## src/rtl/truth_table_sweeper.sv

```systemverilog
// truth_table_sweeper: walks a 3-input gate through all 8 input rows, holds
// each row for a programmable settle time, captures the gate output per row
// and compares the captured table against an expected table.
// Optional feature: define SWEEP_GRAY_EN to drive rows in Gray order
// (000,001,011,010,110,111,101,100) instead of binary order.
module truth_table_sweeper #(
  parameter int SETTLE_W = 8
) (
  input  logic                clk,
  input  logic                rst,
  input  logic                start,
  input  logic                abort,
  input  logic [7:0]          table_cfg,
  input  logic [SETTLE_W-1:0] settle,
  output logic [2:0]          dut_in,
  input  logic                dut_out,
  output logic                busy,
  output logic                done,
  output logic                pass,
  output logic [7:0]          obs_table,
  output logic [7:0]          mismatch
);

  typedef enum logic {IDLE, HOLD} state_t;

  state_t              state, state_n;
  logic [2:0]          row_r, row_n;
  logic [SETTLE_W-1:0] cnt_r, cnt_n;
  logic [SETTLE_W-1:0] s_r, s_n;
  logic [7:0]          exp_r, exp_n;
  logic [7:0]          obs_n;
  logic [7:0]          mis_n;
  logic                pass_n;
  logic                done_n;

  // Maps the sequential row index onto the input pattern actually driven.
  function automatic logic [2:0] row_code(input logic [2:0] r);
`ifdef SWEEP_GRAY_EN
    return r ^ (r >> 1);
`else
    return r;
`endif
  endfunction

  // Register every piece of sweep state; reset clears outputs immediately.
  always_ff @(posedge clk or posedge rst) begin
    if (rst) begin
      state     <= IDLE;
      row_r     <= '0;
      cnt_r     <= '0;
      s_r       <= '0;
      exp_r     <= '0;
      obs_table <= '0;
      mismatch  <= '0;
      pass      <= 1'b0;
      done      <= 1'b0;
    end else begin
      state     <= state_n;
      row_r     <= row_n;
      cnt_r     <= cnt_n;
      s_r       <= s_n;
      exp_r     <= exp_n;
      obs_table <= obs_n;
      mismatch  <= mis_n;
      pass      <= pass_n;
      done      <= done_n;
    end
  end

  // Next-state logic: start latches config, HOLD counts settle cycles per row
  // and samples on the last one; the final sample produces the verdict.
  always_comb begin
    state_n = state;
    row_n   = row_r;
    cnt_n   = cnt_r;
    s_n     = s_r;
    exp_n   = exp_r;
    obs_n   = obs_table;
    mis_n   = mismatch;
    pass_n  = pass;
    done_n  = 1'b0;
    case (state)
      IDLE: begin
        if (start) begin
          state_n = HOLD;
          exp_n   = table_cfg;
          s_n     = (settle == '0) ? SETTLE_W'(1) : settle;
          obs_n   = '0;
          mis_n   = '0;
          pass_n  = 1'b0;
          row_n   = '0;
          cnt_n   = '0;
        end
      end
      HOLD: begin
        if (abort) begin
          state_n = IDLE;
          row_n   = '0;
          cnt_n   = '0;
          pass_n  = 1'b0;
        end else if (cnt_r == s_r - SETTLE_W'(1)) begin
          obs_n[3'd7 - row_code(row_r)] = dut_out;
          cnt_n = '0;
          if (row_r == 3'd7) begin
            state_n = IDLE;
            row_n   = '0;
            mis_n   = obs_n ^ exp_r;
            pass_n  = (mis_n == 8'h00);
            done_n  = 1'b1;
          end else begin
            row_n = row_r + 3'd1;
          end
        end else begin
          cnt_n = cnt_r + SETTLE_W'(1);
        end
      end
      default: state_n = IDLE;
    endcase
  end

  // Gate inputs are driven only while a sweep is holding a row.
  always_comb begin
    busy   = (state == HOLD);
    dut_in = (state == HOLD) ? row_code(row_r) : 3'b000;
  end

endmodule

```

## config.mk

```make
export PLATFORM = sky130hd
export DESIGN_NAME = truth_table_sweeper
export DESIGN_NICKNAME = d
export VERILOG_FILES = /design/src/rtl/truth_table_sweeper.sv
export SDC_FILE = /design/constraint.sdc
export NUM_CORES = 1
export LEC_CHECK = 0
export CORE_MARGIN = 2
export CORE_UTILIZATION = 45
export DETAILED_ROUTE_END_ITERATION = 6
export PLACE_DENSITY = 0.69
export SLEW_MARGIN = 20
export SYNTH_ARGS = -nofsm -noshare
export SYNTH_HDL_FRONTEND = slang
export SYNTH_SLANG_ARGS = --single-unit
```

## constraint.sdc

```tcl
create_clock -name clk -period 3.3 [get_ports clk]
set_input_delay 0.33 -clock clk [delete_from_list [all_inputs] [get_ports clk]]
set_output_delay 0.33 -clock clk [all_outputs]
set_load 0.02 [all_outputs]
```

==> metrics list <==
- The flow ran to the end, and the final reports show no timing, DRC or antenna violations.
* Core Box Area: 0.005886 mm^2
- Count of hold-fix buffers inserted at cts: 0
- Total Routing Usage GR: 19.73%
* Fillcell total: 547
- Core Rows: 28
- Post-synth design cell area: 0.002710 mm^2
- Arrival time worst endpoint: 2850 ps
* Startpoint Class: register
* Combinational power share: 37.8%
* Slack of the worst reg-to-reg path: 630 ps
- Quantity of I/O buffers inserted on ports: 42
- Vias: 2241
- Sinks on the clock net: 46
* First-pass GRT wire length: 9.936 mm
- STA classifies the critical path endpoint as a register.
- Dividing the synthesized area by the synthesized cell count gives 9.064 um^2.
- Power density over the cells: 587.4 mW/mm^2
* Antenna violations before repair: 0
* Switching Power: 0.7621 mW
- After legalization and detailed placement, the total HPWL measured 4.379 mm.
- Syn nets: 324
* Worst min-delay path class: primary input to async pin
* Root buffer cell: sky130_fd_sc_hd__clkbuf_8
* Sequential fraction of the synthesis area: 42.47%
- Number of global-route vias before repair: 2099
- Number of search-and-repair iterations in the first detailed-routing pass: 4
- Die boundary width: 81.61 um
- Post-DRT Antenna Nets: 0
* Crit Path Class: register to register
- Dominant synthesized flop cell: sky130_fd_sc_hd__dfrtp_1
- Entering global routing, the biggest net connects 33 pins.
- Area delta synth->final: 19.94%
* Sum of internal, switching and leakage power: 1.909 mW
- After synthesis, the share of flip-flops with an asynchronous set or reset is 100.0%.
- Transition at the pin with the smallest max-transition slack: 868.5 ps
- Final worst-path cycle share: 81.05%
- The multi-input combinational cells in the finished layout cover a total of 0.001441 mm^2.
* Total wire length after detailed routing: 6.063 mm
- The initial utilization of the core area, before any placement, comes to 46.05%.
- Number of synthesized flops with an enable pin: 0
- Of all nets on the critical path, the largest fanout is 9.
* Net switching fraction of the power: 39.91%
- The library cell used most frequently in the layout, excluding fill and tap cells, is sky130_fd_sc_hd__nand2_1.
* Ratio of routed vias to standard cells: 5.466
- Die Span Y: 81.61 um
- Total negative slack for setup checks: 0 ps
* Number of endpoints failing setup at the final stage: 0
- CTS built an H-tree with a depth of 2.
* Number of warning messages in the yosys log: 0
- Leakage Power: 1.493 nW
* Final number of max-transition violations: 0
- The endpoint identified for the worst register-to-register timing path is mismatch[7].
- Fmax: 0.3739 GHz
* Internal power contribution: 1.147 mW
- The clock reaches the later pin of the worst-skew pair after 300 ps.
- DRT iter0 DRCs: 131
- DRC violation count after routing: 0
* Nets: 360
- Setup repair after global routing left no endpoint under its margin.
* Area occupied by registers: 0.001151 mm^2
- Reg2Reg Depth: 9
- Pin placement for this block handled 43 I/O pins.
- Post-CTS timing repair inserted 0 buffers for setup.
- The floorplan step defined a die boundary enclosing 0.006659 mm^2.
- Gates resized during post-CTS repair numbered 0.
* TritonCTS clock tree: yes
- Setup crit end: mismatch[7]
- Synthesis produced a netlist whose cell count is 299.
- Post-CTS clock slew at the launch and capture registers of the worst setup and hold paths: 90 ps
- Tracing the worst setup path back leads to its startpoint at s_r[0].
- Measured on the finished design, the core utilization comes to 55.23%.
- After synthesis the netlist holds a flip-flop and latch count of 46.
- The number of failing hold endpoints at the final stage came to 0.
* Relative slew margins: 42.10%
- GPL Wtd Cong: 0.9046
- The routed design could run at a clock period as short as 2675 ps.
- Clk pwr share: 17.7%
- Max Cap Violations: 0
* Maximum resistive drop on vdd: 317.4 uV
- No sink is reached through more buffers than the 2 on the longest clock path.
- Global route total overflow: 0
* Number of antenna repair diodes: 0
- In this run, distinct cell masters in the synthesized netlist total 55.
- After detailed routing, the average wire length per cell comes to 14.79 um.
- The number of clock buffers added by TritonCTS is 5.
* Reg-to-Reg Start: s_r[0]
* Worst Clk Skew: 8.429 ps
- Cells with a size suffix above 1 make up 6.567% of the layout.
- Required @ worst endpoint: 3480 ps
* Top library cells by usage in the layout, fill and taps aside: sky130_fd_sc_hd__nand2_1 (72), sky130_fd_sc_hd__dfrtp_1 (46), sky130_fd_sc_hd__clkdlybuf4s50_1 (42), sky130_fd_sc_hd__mux2i_1 (15)
- Sequential cells burn 44.5% of the power.
## logic make-up (layout without fill, tap and decap cells)
group | after synthesis | in the layout | synth area share (%)
muxes | 15 | 15 | 5.540
buffers and inverters | 26 | 62 | 4.340
AOI/OAI and AO/OA | 56 | 56 | 15.05
DFF | 46 | 46 | 42.47
adders and majority gates | 4 | 4 | 1.847
xor gates and xnor gates | 17 | 17 | 6.048
and+or+nand+nor | 135 | 135 | 24.70
## final cells by class
class / count / area share [%]
clock inverter: 2 / 0.3079
clock buffer: 5 / 2.117
timing repair buffer: 46 / 13.86
tap: 75 / 2.887
sequential: 46 / 35.41
inverter: 9 / 1.078
multi-input combinational: 227 / 44.34
## critical path, cell delays in order, from the launching register on
cell	delay, ps
sky130_fd_sc_hd__dfrtp_1	440
sky130_fd_sc_hd__inv_1	100
sky130_fd_sc_hd__ha_1	310
sky130_fd_sc_hd__xor3_1	370
sky130_fd_sc_hd__nor4_2	170
sky130_fd_sc_hd__o31ai_2	110
sky130_fd_sc_hd__a211oi_2	360
sky130_fd_sc_hd__buf_4	230
sky130_fd_sc_hd__nand3_2	270
sky130_fd_sc_hd__mux2i_1	200
## synthesized netlist by cell type, types with 4 or more instances
cell                       number  area share (%)
sky130_fd_sc_hd__a21o_1         9             2.5
sky130_fd_sc_hd__a21oi_1       10             1.8
sky130_fd_sc_hd__a31oi_1        5             1.2
sky130_fd_sc_hd__and2_1         5             1.2
sky130_fd_sc_hd__clkbuf_1      13             1.8
sky130_fd_sc_hd__dfrtp_1       46              42
sky130_fd_sc_hd__ha_1           4             1.8
sky130_fd_sc_hd__inv_1          8             1.1
sky130_fd_sc_hd__mux2i_1       15             5.5
sky130_fd_sc_hd__nand2_1       72              10
sky130_fd_sc_hd__nand2b_1      10             2.3
sky130_fd_sc_hd__nand3_1        7             1.3
sky130_fd_sc_hd__nor2_1         9             1.2
sky130_fd_sc_hd__nor3_1         8             1.5
sky130_fd_sc_hd__o21ai_1        5            0.92
sky130_fd_sc_hd__o31ai_1        4             1.1
sky130_fd_sc_hd__xnor2_1       10             3.2
sky130_fd_sc_hd__xor2_1         6             1.9
## layer usage
layer | GRT usage (%) | routed length [um] | up-vias
met1 | 24.81 | 2705 | 1085
met4 | 5.500 | 85 | 0
met2 | 34.18 | 3082 | 38
li1 | - | - | 1110
met5 | 0 | 0 | -
met3 | 4.396 | 190 | 8
## through the flow
step           worst slack [ps]  instances  area (um^2)  hold WS [ps]
4_1_cts                   619.5        410         3251         395.4
5_1_grt                   441.7        410         3251         410.3
3_5_place_dp              644.6        403         3172         483.7
2_1_floorplan             844.1        299         2710         435.4
3_3_place_gp              719.4        403         3171         479.2
6_report                  625.2        410         3251         376.6
## state kept, by name, indices dropped and copies added (netlist names)
name and count:
mismatch 8, obs_table 8, exp_r 8, row_r 3
cnt_r 8, done 1, busy 1, pass 1
s_r 8
## how the worst min path moves through the flow
stage,to,slack (ps),cells past startpoint
3_3_place_gp,exp_r[1],480,2
3_5_place_dp,exp_r[1],480,2
5_1_grt,s_r[1],410,2
2_1_floorplan,exp_r[0],440,2
4_1_cts,s_r[1],400,2
6_report,s_r[1],380,2
## power by group through the flow
stage / Sequential, mW / Clock [mW] / Combinational [mW]
finish: 0.849 / 0.338 / 0.722
global route: 0.869 / 0.367 / 0.806
CTS: 0.850 / 0.342 / 0.732
detailed placement: 0.862 / 0 / 0.729
global placement: 0.853 / 0 / 0.715
floorplan: 0.796 / 0 / 0.614
(Power assumes the default switching activity.)
==> variant, RTL diff (config.mk and constraints unchanged) <==
Put one more register stage on the output `obs_table`, with the module's reset. The value now appears one clock later. The other outputs are not delayed to match.
--- a/src/rtl/truth_table_sweeper.sv
+++ b/src/rtl/truth_table_sweeper.sv
@@ -22,6 +22,8 @@
 );
 
   typedef enum logic {IDLE, HOLD} state_t;
+
+  logic [7:0] obs_table_s0;
 
   state_t              state, state_n;
   logic [2:0]          row_r, row_n;
@@ -50,7 +52,7 @@
       cnt_r     <= '0;
       s_r       <= '0;
       exp_r     <= '0;
-      obs_table <= '0;
+      obs_table_s0 <= '0;
       mismatch  <= '0;
       pass      <= 1'b0;
       done      <= 1'b0;
@@ -60,7 +62,7 @@
       cnt_r     <= cnt_n;
       s_r       <= s_n;
       exp_r     <= exp_n;
-      obs_table <= obs_n;
+      obs_table_s0 <= obs_n;
       mismatch  <= mis_n;
       pass      <= pass_n;
       done      <= done_n;
@@ -75,7 +77,7 @@
     cnt_n   = cnt_r;
     s_n     = s_r;
     exp_n   = exp_r;
-    obs_n   = obs_table;
+    obs_n   = obs_table_s0;
     mis_n   = mismatch;
     pass_n  = pass;
     done_n  = 1'b0;
@@ -124,5 +126,13 @@
     dut_in = (state == HOLD) ? row_code(row_r) : 3'b000;
   end
 
+  always_ff @(posedge clk or posedge rst) begin
+    if (rst) begin
+      obs_table <= '0;
+    end else begin
+      obs_table <= obs_table_s0;
+    end
+  end
+
 endmodule
 
Formal check against the unedited RTL: not equivalent (Yosys sat finds a counterexample within 4 cycles, from zero or initial values and one cycle with rst high).
==> variant against the original RTL <==
- sequential share of layout area grew 5.2 points
- global-route usage about the same
- synthesized cell count decreased by 4.7%
- sequential cell count increased by 8
- setup slack worse by 0.13 ns
- wire length increased by 0.89%
- final area is 2.4% higher
- synthesized area rose by 2.6%
- count of clock-buffer cells in the layout unchanged
Power is not compared: it rests on default switching activity, and its combinational part moved more than twofold at a synthesized area within 25%.
==> variant: results <==
set metrics [dict create \
    yosys_warnings 0 \
    grt_pass1_vias 2102 \
    worst_slew_pin_slew_ns 0.967 \
    place_area_um2 3230 \
    io_buffers 42 \
    final_cells 396 \
    syn-num-nets 310 \
    synth.area.top_cells "dfrtp_1 (49%), nand2_1 (7.3%), o21ai_0 (4.7%)" \
    place_inst 388 \
    synth_sequential_area_ratio_pct 48.6 \
    gp_congestion 0.838 \
    ff2ff_setup_slack_ns 0.50 \
    wirelength_um 6120 \
    status "complete, no violations" \
    drive_gt1_share_pct 6.54 \
    drtIter0Drc 110 \
    fillers 544 \
    synth_area_per_cell_um2 9.75 \
    track_usage_pct 19.7 \
    cp_max_fo 15 \
    vias 2197 \
    grt_max_degree 36 \
    synth_common_cells "dfrtp_1 (54), nand2_1 (54), o21ai_0 (26), nand3_1 (11)" \
    synth_cell_types 48 \
    clock_skew_ns 0.0150 \
]
## variant: cell types whose count changed in the layout (fill, tap and decap cells not counted), moves of 5 or more
cell / unedited run / this run
a21oi_1: 10 / 5
mux2i_1: 15 / 9
o21ai_1: 5 / 0
dfrtp_1: 46 / 54
a21o_1: 9 / 1
nand2_1: 72 / 54
nor3_1: 8 / 3
o21ai_0: 1 / 26
## variant: power groups by stage
stage,sequential [mW],combinational (mW),clock (mW)
after global placement,0.792,0.322,0
after detailed placement,0.796,0.332,0
after floorplan,0.773,0.248,0
final,0.784,0.332,0.393
after CTS,0.783,0.334,0.403
after global routing,0.791,0.374,0.428
## variant: worst paths after layout
kind / endpoint
worst min-delay path: exp_r[1]
worst max-delay path: row_r[2]
worst min register to register: obs_table[3]
min in group clk: obs_table[3]
max in group asynchronous: s_r[0]
worst max register to register: row_r[2]
## variant: through the flow
stage                     setup WS, ns  hold slack, ns
after floorplan                  0.806           0.367
after CTS                        0.479           0.310
after detailed placement         0.492           0.391
final                            0.499           0.301
after global placement           0.636           0.390
after global routing             0.259           0.349
## variant: logic make-up after synthesis
logic type | synth area share [%]
simple gates | 22.9
compound gates | 13.0
flops | 48.6
buf+inv | 3.29
xor+xnor | 5.99
mux | 4.46
fa+ha+maj | 1.80
## variant: final cells by class
type	instances	area (µm²)	area share, %
Multi-Input combinational cell	211	1340	40.2
Sequential cell	54	1350	40.6
Tap cell	75	93.8	2.82
Clock buffer	5	68.8	2.07
Inverter	4	15.0	0.451
Clock inverter	3	26.3	0.789
Timing Repair Buffer	44	435	13.1
## variant: metal layers
layer	share of wire [%]	vias up	GRT usage, %
li1	-	1067	-
met1	47	1058	26.8
met2	46	62	31.7
met3	4.5	10	3.70
met4	2.0	0	6.72
met5	0	-	0
## variant: critical path: stages, from the launching register on
cell and delay, ns:
dfrtp_1 0.44, inv_1 0.10, ha_1 0.26, nand4bb_1 0.16, mux2_1 0.31, o22a_2 0.25
nor4_4 0.42, a21oi_2 0.25, nand2b_1 0.27, a22o_1 0.25
